## config.mk

```make
export PLATFORM = sky130hd
export DESIGN_NAME = ggt_param_core
export DESIGN_NICKNAME = d
export VERILOG_FILES = /design/src/rtl/ggt_pkg.sv /design/src/rtl/ggt_step.sv /design/src/rtl/ggt_param_core.sv
export SDC_FILE = /design/constraint.sdc
export NUM_CORES = 1
export LEC_CHECK = 0
export ABC_AREA = 1
export BUFFER_PORTS_ARGS = -buffer_cell sky130_fd_sc_hd__buf_2
export CAP_MARGIN = 20
export CORE_MARGIN = 2
export CORE_UTILIZATION = 51
export CTS_BUF_LIST = sky130_fd_sc_hd__clkbuf_8
export DETAILED_ROUTE_END_ITERATION = 7
export PLACE_DENSITY_LB_ADDON = 0.1
export SYNTH_ARGS = -nofsm -noshare
export SYNTH_HDL_FRONTEND = slang
export SYNTH_HIERARCHICAL = 1
export SYNTH_SLANG_ARGS = --single-unit
```

## constraint.sdc

```tcl
create_clock -name clk -period 3.03 [get_ports clk]
set_clock_uncertainty 0.05 [all_clocks]
set_input_delay 0.606 -clock clk [delete_from_list [all_inputs] [get_ports clk]]
set_output_delay 0.606 -clock clk [all_outputs]
set_load 0.03 [all_outputs]
```

## src/rtl/ggt_pkg.sv

```systemverilog
// Shared definitions for the parametrised GCD engine: FSM states, algorithm
// selectors and a constant-foldable ceil(log2) helper.
package ggt_pkg;

    typedef enum logic [1:0] {
        S_IDLE = 2'd0,
        S_LOOP = 2'd1,
        S_DONE = 2'd2
    } ggt_state_e;

    localparam int GGT_EUKLID = 0;
    localparam int GGT_STEIN  = 1;

    function automatic int clog2(input int n);
        int r;
        r = 0;
        for (int v = n - 1; v > 0; v = v >> 1) begin
            r++;
        end
        return r;
    endfunction

endpackage

```

## src/rtl/ggt_step.sv

```systemverilog
// One combinational GCD iteration: binary Stein (MODE=GGT_STEIN) or
// subtractive Euclid (MODE=GGT_EUKLID). fertig_o flags a zero operand.
module ggt_step
    import ggt_pkg::*;
#(
    parameter int WIDTH = 16,
    parameter int MODE  = GGT_STEIN,
    parameter int KW    = 5
) (
    input  logic [WIDTH-1:0] a_i,
    input  logic [WIDTH-1:0] b_i,
    input  logic [KW-1:0]    k_i,
    output logic [WIDTH-1:0] a_o,
    output logic [WIDTH-1:0] b_o,
    output logic [KW-1:0]    k_o,
    output logic             fertig_o
);

    logic             a_ge_b_s;
    logic [WIDTH-1:0] a_minus_b_s;
    logic [WIDTH-1:0] b_minus_a_s;

    assign a_ge_b_s    = (a_i >= b_i);
    assign a_minus_b_s = a_i - b_i;
    assign b_minus_a_s = b_i - a_i;
    assign fertig_o    = (a_i == '0) || (b_i == '0);

    // Exactly one branch per cycle; subtractions are only selected when they cannot underflow
    always_comb begin
        a_o = a_i;
        b_o = b_i;
        k_o = k_i;
        if (MODE == GGT_STEIN) begin
            if (!a_i[0] && !b_i[0]) begin
                a_o = a_i >> 1'b1;
                b_o = b_i >> 1'b1;
                k_o = k_i + KW'(1);
            end else if (!a_i[0]) begin
                a_o = a_i >> 1'b1;
            end else if (!b_i[0]) begin
                b_o = b_i >> 1'b1;
            end else if (a_ge_b_s) begin
                a_o = a_minus_b_s >> 1'b1;
            end else begin
                b_o = b_minus_a_s >> 1'b1;
            end
        end else begin
            if (a_ge_b_s) begin
                a_o = a_minus_b_s;
            end else begin
                b_o = b_minus_a_s;
            end
        end
    end

endmodule

```

## src/rtl/ggt_param_core.sv

```systemverilog
// Parametrised GCD engine with start/busy/valid handshake.
// Optional macro GGT_ZYKLEN_EN adds the zyklen_o iteration counter port.
module ggt_param_core
    import ggt_pkg::*;
#(
    parameter int WIDTH = 16,
    parameter int MODE  = GGT_STEIN,
    parameter int CW    = 16
) (
    input  logic             clk,
    input  logic             rst_i,
    input  logic             start_i,
    input  logic [WIDTH-1:0] Zahl1_i,
    input  logic [WIDTH-1:0] Zahl2_i,
    output logic             busy_o,
    output logic             valid_o,
    output logic [WIDTH-1:0] ergebnis_o
`ifdef GGT_ZYKLEN_EN
    ,
    output logic [CW-1:0]    zyklen_o
`endif
);

    localparam int KW = clog2(WIDTH) + 1;

    ggt_state_e       state_q;
    logic [WIDTH-1:0] a_q;
    logic [WIDTH-1:0] b_q;
    logic [KW-1:0]    k_q;
    logic [WIDTH-1:0] a_d;
    logic [WIDTH-1:0] b_d;
    logic [KW-1:0]    k_d;
    logic [WIDTH-1:0] erg_q;
    logic             busy_q;
    logic             valid_q;
    logic             fertig_s;
    logic             accept_s;
    logic [WIDTH-1:0] ergebnis_s;

    assign accept_s = start_i && !busy_q;

    ggt_step #(
        .WIDTH (WIDTH),
        .MODE  (MODE),
        .KW    (KW)
    ) u_step (
        .a_i      (a_q),
        .b_i      (b_q),
        .k_i      (k_q),
        .a_o      (a_d),
        .b_o      (b_d),
        .k_o      (k_d),
        .fertig_o (fertig_s)
    );

    // The surviving non-zero operand carries the odd part; restore the shared powers of two
    always_comb begin
        if (a_q == '0) begin
            ergebnis_s = b_q << k_q;
        end else begin
            ergebnis_s = a_q << k_q;
        end
    end

    // Handshake FSM; busy/valid/result are registered so DONE can accept a new start
    always_ff @(posedge clk or posedge rst_i) begin
        if (rst_i) begin
            state_q <= S_IDLE;
            a_q     <= '0;
            b_q     <= '0;
            k_q     <= '0;
            erg_q   <= '0;
            busy_q  <= 1'b0;
            valid_q <= 1'b0;
        end else begin
            valid_q <= 1'b0;
            case (state_q)
                S_LOOP: begin
                    if (fertig_s) begin
                        erg_q   <= ergebnis_s;
                        busy_q  <= 1'b0;
                        valid_q <= 1'b1;
                        state_q <= S_DONE;
                    end else begin
                        a_q <= a_d;
                        b_q <= b_d;
                        k_q <= k_d;
                    end
                end
                S_IDLE, S_DONE: begin
                    if (accept_s) begin
                        a_q     <= Zahl1_i;
                        b_q     <= Zahl2_i;
                        k_q     <= '0;
                        busy_q  <= 1'b1;
                        state_q <= S_LOOP;
                    end else begin
                        state_q <= S_IDLE;
                    end
                end
                default: begin
                    busy_q  <= 1'b0;
                    state_q <= S_IDLE;
                end
            endcase
        end
    end

    assign busy_o     = busy_q;
    assign valid_o    = valid_q;
    assign ergebnis_o = erg_q;

`ifdef GGT_ZYKLEN_EN
    logic [CW-1:0] cnt_q;
    logic [CW-1:0] zyk_q;
    logic          step_s;
    logic          done_s;

    assign step_s = (state_q == S_LOOP) && !fertig_s;
    assign done_s = (state_q == S_LOOP) && fertig_s;

    // Saturating step counter, published on entry to DONE
    always_ff @(posedge clk or posedge rst_i) begin
        if (rst_i) begin
            cnt_q <= '0;
            zyk_q <= '0;
        end else begin
            if (accept_s) begin
                cnt_q <= '0;
            end else if (step_s && (cnt_q != {CW{1'b1}})) begin
                cnt_q <= cnt_q + CW'(1);
            end
            if (done_s) begin
                zyk_q <= cnt_q;
            end
        end
    end

    assign zyklen_o = zyk_q;
`endif

endmodule

```

# [After elaboration in Yosys (flattened, before gate mapping)]
# Cells that the tools add are included.
# Widths: inputs -> output; s select.
[word_totals] ff_bits=57 input_bits=35 out_inout_bits=18 wordCells=70
[classes] n_addsub=3 magnitude_cmp=1 n_eq_ne=10 shift=2 muxes=27 n_reduce_logical=18
[ops] operator="$mux 16" n=13
[ops] operator="$pmux 16 s2" n=2
[ops] operator="$logic_not 16->1" n=2
[ops] operator="$shl 16x5->16" n=2
[ops] operator="$sub 16x16->16" n=2
[ops] operator="$ge 16x16->1" n=1
[ops] operator="$mux 5" n=3
[ops] operator="$pmux 5 s2" n=1
[ops] operator="$reduce_and 5->1" n=2
[ops] operator="$reduce_and 4->1" n=2
[ops] operator="$ne 2x2->1 const B" n=3
[ops] operator="$add 5x1->5 const B" n=1
[ops] operator="$mux 1" n=5
[ops] operator="$ne 4x2->1 const B" n=1
[ops] operator="$ne 4x3->1 const B" n=1
[ops] operator="$ne 4x4->1 const B" n=1
[ops] operator="$pmux 2 s2" n=1
[ops] operator="$reduce_and 2->1" n=2
[ops] operator="$logic_not 1->1" n=3
[ops] operator="$ne 3x2->1 const B" n=1
[ops] operator="$reduce_and 3->1" n=1
[ops] operator="$eq 2x1->1 const B" n=1
[ops] operator="$eq 2x2->1 const B" n=1
[ops] operator="$logic_and 1x1->1" n=2
[ops] operator="7 further kinds" n=7

# [Longest topological paths before layout]
# Gate-level depths: netlist of the first run.
[depth] depth_word=7 mapped_depth=19 mapped_depth_nobuf=18

# [Hierarchy]
# The synthesis of the first run kept the hierarchy.
[by_module_without_submodules] mod="ggt_param_core" instances=1 cells_each=450 area_per_inst_um2=3244.4 seq_area_each_um2=1426.4
[by_module_without_submodules] mod="ggt_step" instances=1 cells_each=566 area_per_inst_um2=3106.7 seq_area_each_um2=0.0

# [Worst setup path after synthesis of the first run]
# OpenSTA, ideal clock, no wires.
[synth_path] kind="flip-flop to flip-flop" startpoint="register b_q[0]" endpoint="register b_q[7]" setup_ps=82 arrival_time_ps=2627 required_time_ps=2898 setup_slack_ps=271 path_stages_with_launch=16 n_path_buf=2 period_less_slack_ps=2759 cell_sequence="dfrtp_1 -> buf_4 -> clkinv_1 -> clkbuf_1 -> ha_1 -> fa_1 -> o21bai_1 -> nand2_1 -> nand2_1 -> xor2_1 -> nand2_1 -> nand3_1 -> nand2_1 -> nand2_1 -> nand2_1 -> a31oi_1"
[synth_between] elab_chain_cells=7 elab_cells_between_ends=16 cone_classes="1 x add/sub; 1 x order compare; 3 x eq/ne; 6 x mux; 5 x reduce/logical"
[synth_lines] item="from (decl)" line_no="ggt_param_core.sv:28" source="logic [WIDTH-1:0] b_q;"
[synth_lines] item="from (signal assigned)" line_no="ggt_param_core.sv:93" source="b_q <= Zahl2_i;"
[synth_lines] item="$sub 16x16->16" line_no="ggt_step.sv:25" source="assign b_minus_a_s = b_i - a_i;"
[synth_lines] item="$mux 16" line_no="ggt_step.sv:42" source="end else if (a_ge_b_s) begin"
[synth_lines] item="$mux 16" line_no="ggt_step.sv:40" source="end else if (!b_i[0]) begin"
[synth_lines] item="$mux 16" line_no="ggt_step.sv:38" source="end else if (!a_i[0]) begin"
[synth_lines] item="$mux 16 (*)" line_no="ggt_step.sv:34" source="if (!a_i[0] && !b_i[0]) begin"
[synth_lines] item="net b_d[7]" line_no="ggt_param_core.sv:31" source="logic [WIDTH-1:0] b_d;"
[synth_lines] item="$mux 16 (*)" line_no="ggt_param_core.sv:79" source="if (fertig_s) begin"
[synth_lines] item="$pmux 16 s2 (*)" line_no="ggt_param_core.sv:77" source="case (state_q)"
# The timed path passes the listed nets; every way through them passes the cells marked *. The select of a mux whose other input is x is not followed.
# A chain may end at the register's enable or synchronous reset.

# [Final worst setup path of the first run]
[layout_path] startpoint="register a_q[7]" endpoint="register a_q[0]"
[layout_between] elab_chain_cells=7 elab_cells_between_ends=11 cone_classes="1 x order compare; 1 x eq/ne; 6 x mux; 3 x reduce/logical"
[layout_lines] item="from (decl)" line_no="ggt_param_core.sv:27" source="logic [WIDTH-1:0] a_q;"
[layout_lines] item="from (signal assigned)" line_no="ggt_param_core.sv:92" source="a_q <= Zahl1_i;"
[layout_lines] item="$ge 16x16->1" line_no="ggt_step.sv:23" source="assign a_ge_b_s = (a_i >= b_i);"
[layout_lines] item="$mux 16" line_no="ggt_step.sv:42"
[layout_lines] item="$mux 16" line_no="ggt_step.sv:40"
[layout_lines] item="$mux 16" line_no="ggt_step.sv:38"
[layout_lines] item="$mux 16" line_no="ggt_step.sv:34"
[layout_lines] item="net a_d[0]" line_no="ggt_param_core.sv:30" source="logic [WIDTH-1:0] a_d;"
[layout_lines] item="$mux 16" line_no="ggt_param_core.sv:79"
[layout_lines] item="$pmux 16 s2" line_no="ggt_param_core.sv:77"
# The timed path passes the listed nets, and every way through them passes these cells. The select of a mux whose other input is x is not followed.

==> flow_summary_export.csv, run 1 <==
group,metric,value,unit
setup_path,critPathCaptureType,"flop",
layout,layoutNonFillerInstCount,1234,
detailed_routing,routed_wl,20.7,mm
grt,grt_pass1_vias,6272,
timing,setup-tns-final,0,ns
clock_tree,cts-root-buf,"clkbuf_8",
logic_synthesis,syn-cell-area,6350,um2
setup_path,crit_end,"a_q[0]",
logic_synthesis,synth-edff-count,0,
logic_synthesis,yosysSeqAreaShare,22.5,%
timing,finalMaxSlewViolations,0,
setup_path,path_cells,"inv_1, ha_1, nand2_8, inv_2, a21oi_2, nand3_1, nand2_2, nand2_8, nand2_8, inv_1, nand3_1, o21ai_0, inv_1, nand2_1, a31oi_1",
clock_tree,clock_latency,0.37,ns
setup_path,reg2reg_depth,15,
layout,antenna_cells,0,
setup_path,path_max_fanout,27,
logic_synthesis,yosysTopAreaCell,"dfrtp_1",
logic_synthesis,ys_async_sr_fraction,100,%
job,drv_cap,0,
clock_tree,cts_buffers,9,
detailed_routing,drt-initial-drc-count,738,
timing,setup_viol_count_final,0,
setup_path,slowest_delay,0.49,ns
setup_path,crit_type,"flop to flop",
clock_tree,cts_buffer_depth,2,
place,dp_hpwl,15.9,mm
logic_synthesis,yosys.area.top_type_share,22.5,%
place,io_buffers,52,
status,status,"finished clean",
grt,grt_usage,32.3,%
layout,nets,1131,
logic_synthesis,synth_nets,1086,
detailed_routing,dr_total_vias,6889,
setup_path,crit_slowest_cell,"dfrtp_1",
worst_hold_path,hold_class,"input port to async pin",
setup_path,crit_family,"simple AND/OR/NAND/NOR gates",
place,dp.cells,1218,
detailed_routing,wl_per_cell,16.8,um
setup_path,worstPathRequired,3.23,ns
logic_synthesis,synth_cells,1016,
setup_path,startpoint,"a_q[7]",
timing,worst_slack,0.208,ns
timing,worstMarginPinSlew,0.674,ns
setup_path,cp_num_buf_inv,4,
timing,fmax,354,MHz
setup_path,worstReg2RegEnd,"a_q[0]",
timing,rsz0062_at_grt,"no",
timing,timing.final.crit_share,93.1,%
detailed_routing,avgViaCountPerCell,5.58,
die,placementRows,40,
grt,overflow,0,
detailed_routing,firstDrtPassIters,6,
clock_tree,ctsHoldBuffers,0,
setup_path,cp-start-kind,"flop",
setup_path,worstPathArrival,3.03,ns
detailed_routing,drc,0,
timing,finalCriticalPeriod,2.82,ns
setup_path,reg2reg_from,"a_q[7]",
clock_tree,path_clk_slew,0.07,ns
logic_synthesis,yosys_warnings,6,
clock_tree,cts_sinks,57,
grt,antenna_found_initial,0,
grt,grt_max_degree,45,
grt,grt_pass1_wl,33.1,mm
setup_path,crit_cells,15,
logic_synthesis,ys.flop_type,"dfrtp_1",
timing,hold_viol_final,0,
die,num_io_pins,53,
detailed_routing,ant_nets,0,
clock_tree,cts_htree_levels,3,
place,place.gp.congestion,0.974,
die,dieArea,13400,um2
layout,syn_to_final_growth,10.9,%
place,pre_cts_slack,0.215,ns
layout,drive_gt1_share,14.7,%
logic_synthesis,avgSynthCellArea,6.25,um2
clock_tree,cts_tree,"done",
die,chipWidth,116,um
setup_path,r2r_slack,0.21,ns
logic_synthesis,ys_ff_latch,57,
die,die_h,116,um
logic_synthesis,synth_area_leaders,"dfrtp_1 (22%), nand2_1 (19%), nand3_1 (12%)",
logic_synthesis,ys_types,45,
timing,slew_headroom,55.0,%
die,core-area,12100,um2
die,start_util,52.7,%
clock_tree,post-cts-setup-buffers,0,
## sequential cells by signal, indices dropped and copies added, names as in the netlist
name / flops
a_q: 16
ergebnis_o: 16
k_q: 5
state_q: 2
valid_o: 1
busy_o: 1
b_q: 16
## worst reg2reg max path, delay by kind of cell, from the launching register on
family / cells / cell delay, ns
AND/OR/NAND/NOR: 7 / 0.82
AO/OA/AOI/OAI: 3 / 0.52
flip-flops: 1 / 0.49
adder cells (fa/ha/maj): 1 / 0.46
buffers and inverters: 4 / 0.37
## cells in the final DEF (no fill, tap or decap), drive strengths merged, types with 2 or more instances in the layout
cell	n
nand3	163
nor2	75
nor3	4
a31oi	33
nor4	4
buf	85
o21ai	30
clkbuf	10
nand2	346
fa	2
xnor2	4
bufinv	3
nand3b	3
inv	105
xor2	18
ha	33
dfrtp	57
clkinv	7
nand4	12
o21bai	3
a21oi	61
## cell type report
cell class | count | area [um2]
Timing Repair Buffer | 85 | 533
Clock inverter | 6 | 115
Inverter | 110 | 419
Sequential cell | 57 | 1430
Tap cell | 168 | 210
Clock buffer | 10 | 138
Multi-Input combinational cell | 798 | 4200
Fill cell | 1251 | 5020
## stage by stage
stage          hold slack, ns  utilization, %  instance area (um2)
2_1_floorplan           0.509               -                 6350
3_3_place_gp            0.409            56.3                 6790
3_5_place_dp            0.411            56.3                 6790
4_1_cts                 0.295            58.4                 7040
5_1_grt                 0.325            58.4                 7040
6_report                0.282            58.4                 7040
## layer usage
layer	up-vias	wire length [um]	track usage [%]
li1	3393	-	-
met1	3081	9380	47.4
met2	367	8700	46.4
met3	48	1960	6.28
met4	0	703	12.6
met5	-	0	0
## how the worst min path moves through the flow
stage | endpoint | depth (start not counted) | slack (ns)
detailed placement | ergebnis_o[11] | 2 | 0.41
CTS | k_q[4] | 2 | 0.30
global placement | ergebnis_o[5] | 2 | 0.41
floorplan | state_q[1] | 2 | 0.51
global route | valid_o | 2 | 0.33
finish | k_q[4] | 2 | 0.28
## cell usage after synthesis, types with 2 or more instances
cell	n
nand2_2	14
clkbuf_1	22
xor2_1	18
clkinv_1	4
nor2_8	4
o21ai_1	10
buf_1	2
nand3_2	7
ha_1	33
buf_2	10
dfrtp_1	57
o21ai_0	20
nor2_4	4
fa_1	2
a31oi_1	33
nand3_1	155
nand2_8	3
a21oi_1	56
nor3_1	3
o21bai_1	3
buf_4	8
nand3b_1	3
nor2_1	65
a21oi_2	4
nor2_2	2
nand2_1	329
inv_2	6
inv_1	97
buf_6	8
nand4_1	12
xnor2_1	4
inv_4	2
nor4_1	4
## what timing repair did
action / 4_1_cts / 5_1_grt
setup endpoints to repair: 0 / 1
hold endpoints to repair: 0 / 0
resized for setup: 0 / 1
## cells by family (layout without fill, tap and decap cells)
group | after synthesis | count (layout) | synth area share (%)
xor gates and xnor gates | 22 | 22 | 3.03
buffers and inverters | 161 | 211 | 11.5
DFF | 57 | 57 | 22.5
AOI/OAI and AO/OA | 132 | 132 | 12.0
and+or+nand+nor | 609 | 609 | 43.9
adders and majority gates | 35 | 35 | 7.13
Power of run 1 is left out: the tool's default activity adds up to more than one toggle a clock period on the data nets, which glitch-free logic cannot reach.
==> inputs of run 2 (changes only) <==
- PLACE_DENSITY: default -> 0.7
- PLACE_DENSITY_LB_ADDON: 0.1 -> default
==> run 2 against run 1 <==
  * Flip-flop and latch count is the same
  * Setup slack improved by 0.11 ns
  * Hold slack got worse by 0.032 ns
  * Clock-buffer cell count unchanged
  * Design area decreased by 0.76%
  * Sequential share of layout area up 0.14 points
  * Register-to-register slack improved by 0.11 ns
  * Global-route usage shrank 1.3 points
  * Wire length shrank 3.7%
  * Final cell count about the same
==> flow_summary_export.csv, run 2 (synthesized netlist as in run 1, its figures left out) <==
group,metric,value,unit
clock_tree,cts_buffers,9,
setup_path,crit_type,"flop to flop",
timing,slew_headroom,60.8,%
place,place.gp.congestion,1.02,
grt,grt_max_degree,58,
clock_tree,cts_htree_levels,3,
setup_path,critPathCaptureType,"flop",
timing,setup-tns-final,0,ns
die,start_util,52.7,%
timing,worstMarginPinSlew,0.587,ns
clock_tree,cts_buffer_depth,2,
setup_path,worstPathRequired,3.26,ns
timing,setup_viol_count_final,0,
grt,antenna_found_initial,0,
detailed_routing,wl_met1,9.27,mm
timing,finalMaxSlewViolations,0,
die,num_io_pins,53,
timing,fmax,368,MHz
die,placementRows,40,
layout,antenna_cells,0,
clock_tree,post-cts-setup-buffers,0,
detailed_routing,wl_per_cell,16.2,um
setup_path,cp-start-kind,"flop",
detailed_routing,met3_length,1.99,mm
timing,timing.final.crit_share,89.6,%
detailed_routing,highest_layer,"met4",
detailed_routing,avgViaCountPerCell,5.58,
setup_path,path_max_fanout,17,
place,io_buffers,52,
setup_path,reg2reg_depth,12,
detailed_routing,firstDrtPassIters,6,
detailed_routing,routed_wl,20.0,mm
layout,mostFrequentLayoutCells,"nand2_1 (328), nand3_1 (155), inv_1 (96), nor2_1 (65), dfrtp_1 (57)",
detailed_routing,ant_nets,0,
grt,grt_pass1_wl,31.8,mm
layout,layout.cells.most_common,"nand2_1",
timing,finalCriticalPeriod,2.71,ns
job,drv_cap,0,
setup_path,reg2reg_from,"b_q[1]",
die,dieArea,13400,um2
clock_tree,ctsResizeCount,0,
layout,syn_to_final_growth,10.0,%
place,dp_hpwl,15.5,mm
detailed_routing,drt-initial-drc-count,770,
clock_tree,ctsHoldBuffers,0,
layout,drive_gt1_share,14.7,%
grt,grt_usage,31.0,%
status,status,"finished clean",
timing,hold_viol_final,0,
clock_tree,cts-root-buf,"clkbuf_8",
setup_path,worstReg2RegEnd,"ergebnis_o[1]",
die,chipWidth,116,um
layout,nets,1132,
detailed_routing,wl_met2,8.16,mm
setup_path,worstPathArrival,2.94,ns
clock_tree,cts_sinks,57,
worst_hold_path,hold_class,"input port to async pin",
die,core-area,12100,um2
die,die_h,116,um
timing,rsz0062_at_grt,"no",
layout,fillCellCount,1229,
grt,overflow,0,
clock_tree,cts_tree,"done",
clock_tree,clock_latency,0.36,ns
detailed_routing,dr_total_vias,6894,
setup_path,r2r_slack,0.32,ns
grt,grt_pass1_vias,5981,
detailed_routing,drc,0,
clock_tree,path_clk_slew,0.07,ns
==> run 2: metal layers <==
layer	vias to the layer above	track usage, %
li1	3409	-
met1	3075	47.4
met2	366	44.1
met3	44	5.75
met4	0	8.84
met5	-	0
==> run 2: per-stage QoR <==
step                      instances  area, um2  setup WS, ns  utilization, %  hold slack (ns)
after detailed placement       1219       6810         0.359            56.4            0.411
final                          1235       6990         0.315            57.9            0.250
after global routing           1235       6990         0.106            57.9            0.263
after floorplan                1016       6350         0.271               -            0.509
after CTS                      1235       6990         0.322            57.9            0.248
after global placement         1219       6810         0.327            56.4            0.409
==> run 2: worst max path at each step <==
stage	to	startpoint	slack [ns]
floorplan	b_q[7]	b_q[0]	0.27
global placement	ergebnis_o[15]	b_q[1]	0.33
detailed placement	ergebnis_o[1]	b_q[1]	0.36
CTS	ergebnis_o[1]	b_q[1]	0.32
global route	a_q[13]	b_q[0]	0.11
finish	ergebnis_o[1]	b_q[1]	0.32
==> run 2: critical path, cell delays in order, from the launching register on <==
cell	delay [ns]
dfrtp_1	0.47
inv_1	0.27
nand4_1	0.18
o41ai_1	0.47
buf_4	0.23
nor2_8	0.06
nor2_4	0.11
inv_4	0.11
nor2_8	0.13
inv_2	0.08
nor2_8	0.18
inv_4	0.07
o31ai_2	0.20
==> run 2: layout make-up <==
class                      count  area, um2  share of cell area (%)
multi-input combinational    798       4200                    60.1
sequential                    57       1430                    20.4
timing repair buffer          86        553                    7.92
inverter                     110        419                    6.00
tap                          168        210                    3.01
clock buffer                  10        138                    1.97
clock inverter                 6       42.5                   0.609
Power of run 2 is left out for the same reason.
==> inputs of run 3 (changes only) <==
- BUFFER_PORTS_ARGS: -buffer_cell sky130_fd_sc_hd__buf_2 -> -buffer_cell sky130_fd_sc_hd__clkbuf_2
- PLACE_DENSITY: 0.7 -> 0.75
==> run 3 against run 2 <==
  * Register-to-register slack lost 0.20 ns
  * First-iteration DRC count up 7.4%
  * Flip-flop and latch count unchanged
  * Critical endpoint unchanged
==> flow_summary_export.csv, run 3 (synthesized netlist as in run 1, its figures left out) <==
group,metric,value,unit
die,dieArea,13400,um2
timing,setup-tns-final,0,ns
die,start_util,52.7,%
detailed_routing,drc,0,
setup_path,crit_slowest_cell,"o41ai_1",
detailed_routing,firstDrtPassIters,5,
timing,fmax,343,MHz
layout,fillCellCount,1211,
die,chipWidth,116,um
layout,multi_input_comb_area,4200,um2
clock_tree,cts_tree,"done",
die,core-area,12100,um2
status,status,"finished clean",
layout,mostFrequentLayoutCells,"nand2_1 (328), nand3_1 (155), inv_1 (96), nor2_1 (65), dfrtp_1 (57)",
detailed_routing,wl_per_cell,16.0,um
clock_tree,cts_buffers,9,
timing,setup_viol_count_final,0,
setup_path,worstPathArrival,3.15,ns
grt,antenna_found_initial,0,
place,dp_hpwl,15.2,mm
clock_tree,path_clk_slew,0.08,ns
job,drv_cap,0,
timing,timing.final.crit_share,96.3,%
clock_tree,cts_sinks,57,
layout,drive_gt1_share,14.9,%
clock_tree,clock_latency,0.37,ns
detailed_routing,avgViaCountPerCell,5.68,
timing,slew_headroom,53.1,%
detailed_routing,dr_total_vias,7021,
grt,grt_pass1_wl,32.6,mm
setup_path,path_cells,"clkinv_1, buf_4, nand4_1, o41ai_1, buf_4, nor2_8, nor2_4, inv_4, nor2_8, inv_2, nor2_8, inv_4, o31ai_2",
setup_path,worstReg2RegEnd,"ergebnis_o[1]",
grt,grt_usage,31.5,%
place,place.gp.congestion,1.03,
setup_path,cp-start-kind,"flop",
grt,grt_pass1_vias,6390,
layout,syn_to_final_growth,10.8,%
detailed_routing,drt-initial-drc-count,827,
clock_tree,post-cts-setup-buffers,0,
die,num_io_pins,53,
timing,finalCriticalPeriod,2.92,ns
layout,layout.cells.most_common,"nand2_1",
setup_path,worstPathRequired,3.26,ns
clock_tree,ctsResizeCount,0,
setup_path,crit_type,"flop to flop",
layout,regArea,1430,um2
setup_path,r2r_slack,0.11,ns
layout,nets,1134,
clock_tree,cts_buffer_depth,2,
setup_path,slowest_delay,0.65,ns
place,io_buffers,52,
detailed_routing,routed_wl,19.8,mm
layout,layoutNonFillerInstCount,1237,
setup_path,critPathCaptureType,"flop",
clock_tree,ctsHoldBuffers,0,
setup_path,critPathMostFrequentCell,"nor2_8",
setup_path,startpoint,"b_q[0]",
clock_tree,cts-root-buf,"clkbuf_8",
timing,rsz0062_at_grt,"no",
setup_path,reg2reg_from,"b_q[0]",
timing,whs,0.229,ns
layout,antenna_cells,0,
setup_path,path_max_fanout,17,
timing,hold_viol_final,0,
setup_path,crit_end,"ergebnis_o[1]",
grt,overflow,0,
timing,worstMarginPinSlew,0.702,ns
place,dp.cells,1221,
worst_hold_path,hold_class,"input port to async pin",
detailed_routing,ant_nets,0,
timing,finalMaxSlewViolations,0,
grt,grt_max_degree,66,
clock_tree,cts_htree_levels,3,
die,die_h,116,um
setup_path,reg2reg_depth,13,
die,placementRows,40,
-- run 3: cell count changes in the layout (fill, tap and decap cells not counted) --
cell        change
buf_12          -1
buf_2          -52
buf_4           +3
bufinv_16       +2
clkbuf_2       +52
clkbuf_8        -1
clkinv_2        -2
clkinv_4        +1
clkinvlp_4      -1
inv_6           +1
-- run 3: per-stage QoR --
stage	setup slack, ns	area, um2	utilization, %
after global routing	0.0500	7040	58.3
after global placement	0.200	6810	56.5
final	0.113	7040	58.3
after CTS	0.175	7040	58.3
after detailed placement	0.204	6810	56.5
after floorplan	0.271	6350	-
-- run 3: layout make-up --
type                            count  area share, %
Clock inverter                      7           1.46
Clock buffer                        9           1.76
Multi-Input combinational cell    798           59.7
Inverter                          110           5.96
Sequential cell                    57           20.3
Tap cell                          168           2.99
Timing Repair Buffer               88           7.90
-- run 3: how the worst min path moves through the flow --
stage                endpoint      startpoint  depth (start not counted)
2_1_floorplan      state_q[1]      state_q[1]                          2
3_3_place_gp   ergebnis_o[10]  ergebnis_o[10]                          2
3_5_place_dp   ergebnis_o[10]  ergebnis_o[10]                          2
4_1_cts               a_q[13]           rst_i                          3
5_1_grt            state_q[1]           rst_i                          3
6_report           state_q[1]           rst_i                          3
-- run 3: critical path, delay by kind of cell, from the launching register on --
family | cells | cell delay, ns
buffers and inverters | 6 | 0.90
DFF | 1 | 0.42
AOI/OAI and AO/OA | 2 | 0.86
and+or+nand+nor | 5 | 0.59
-- run 3: per-layer routing --
| layer | global-route usage, % | wire length (um) | up-vias |
|---|---|---|---|
| met5 | 0 | 0 | - |
| met4 | 15.0 | 929 | 0 |
| met3 | 5.96 | 2080 | 55 |
| met2 | 43.4 | 7920 | 386 |
| met1 | 46.9 | 8860 | 3169 |
| li1 | - | - | 3411 |
Power of run 3 is left out for the same reason.
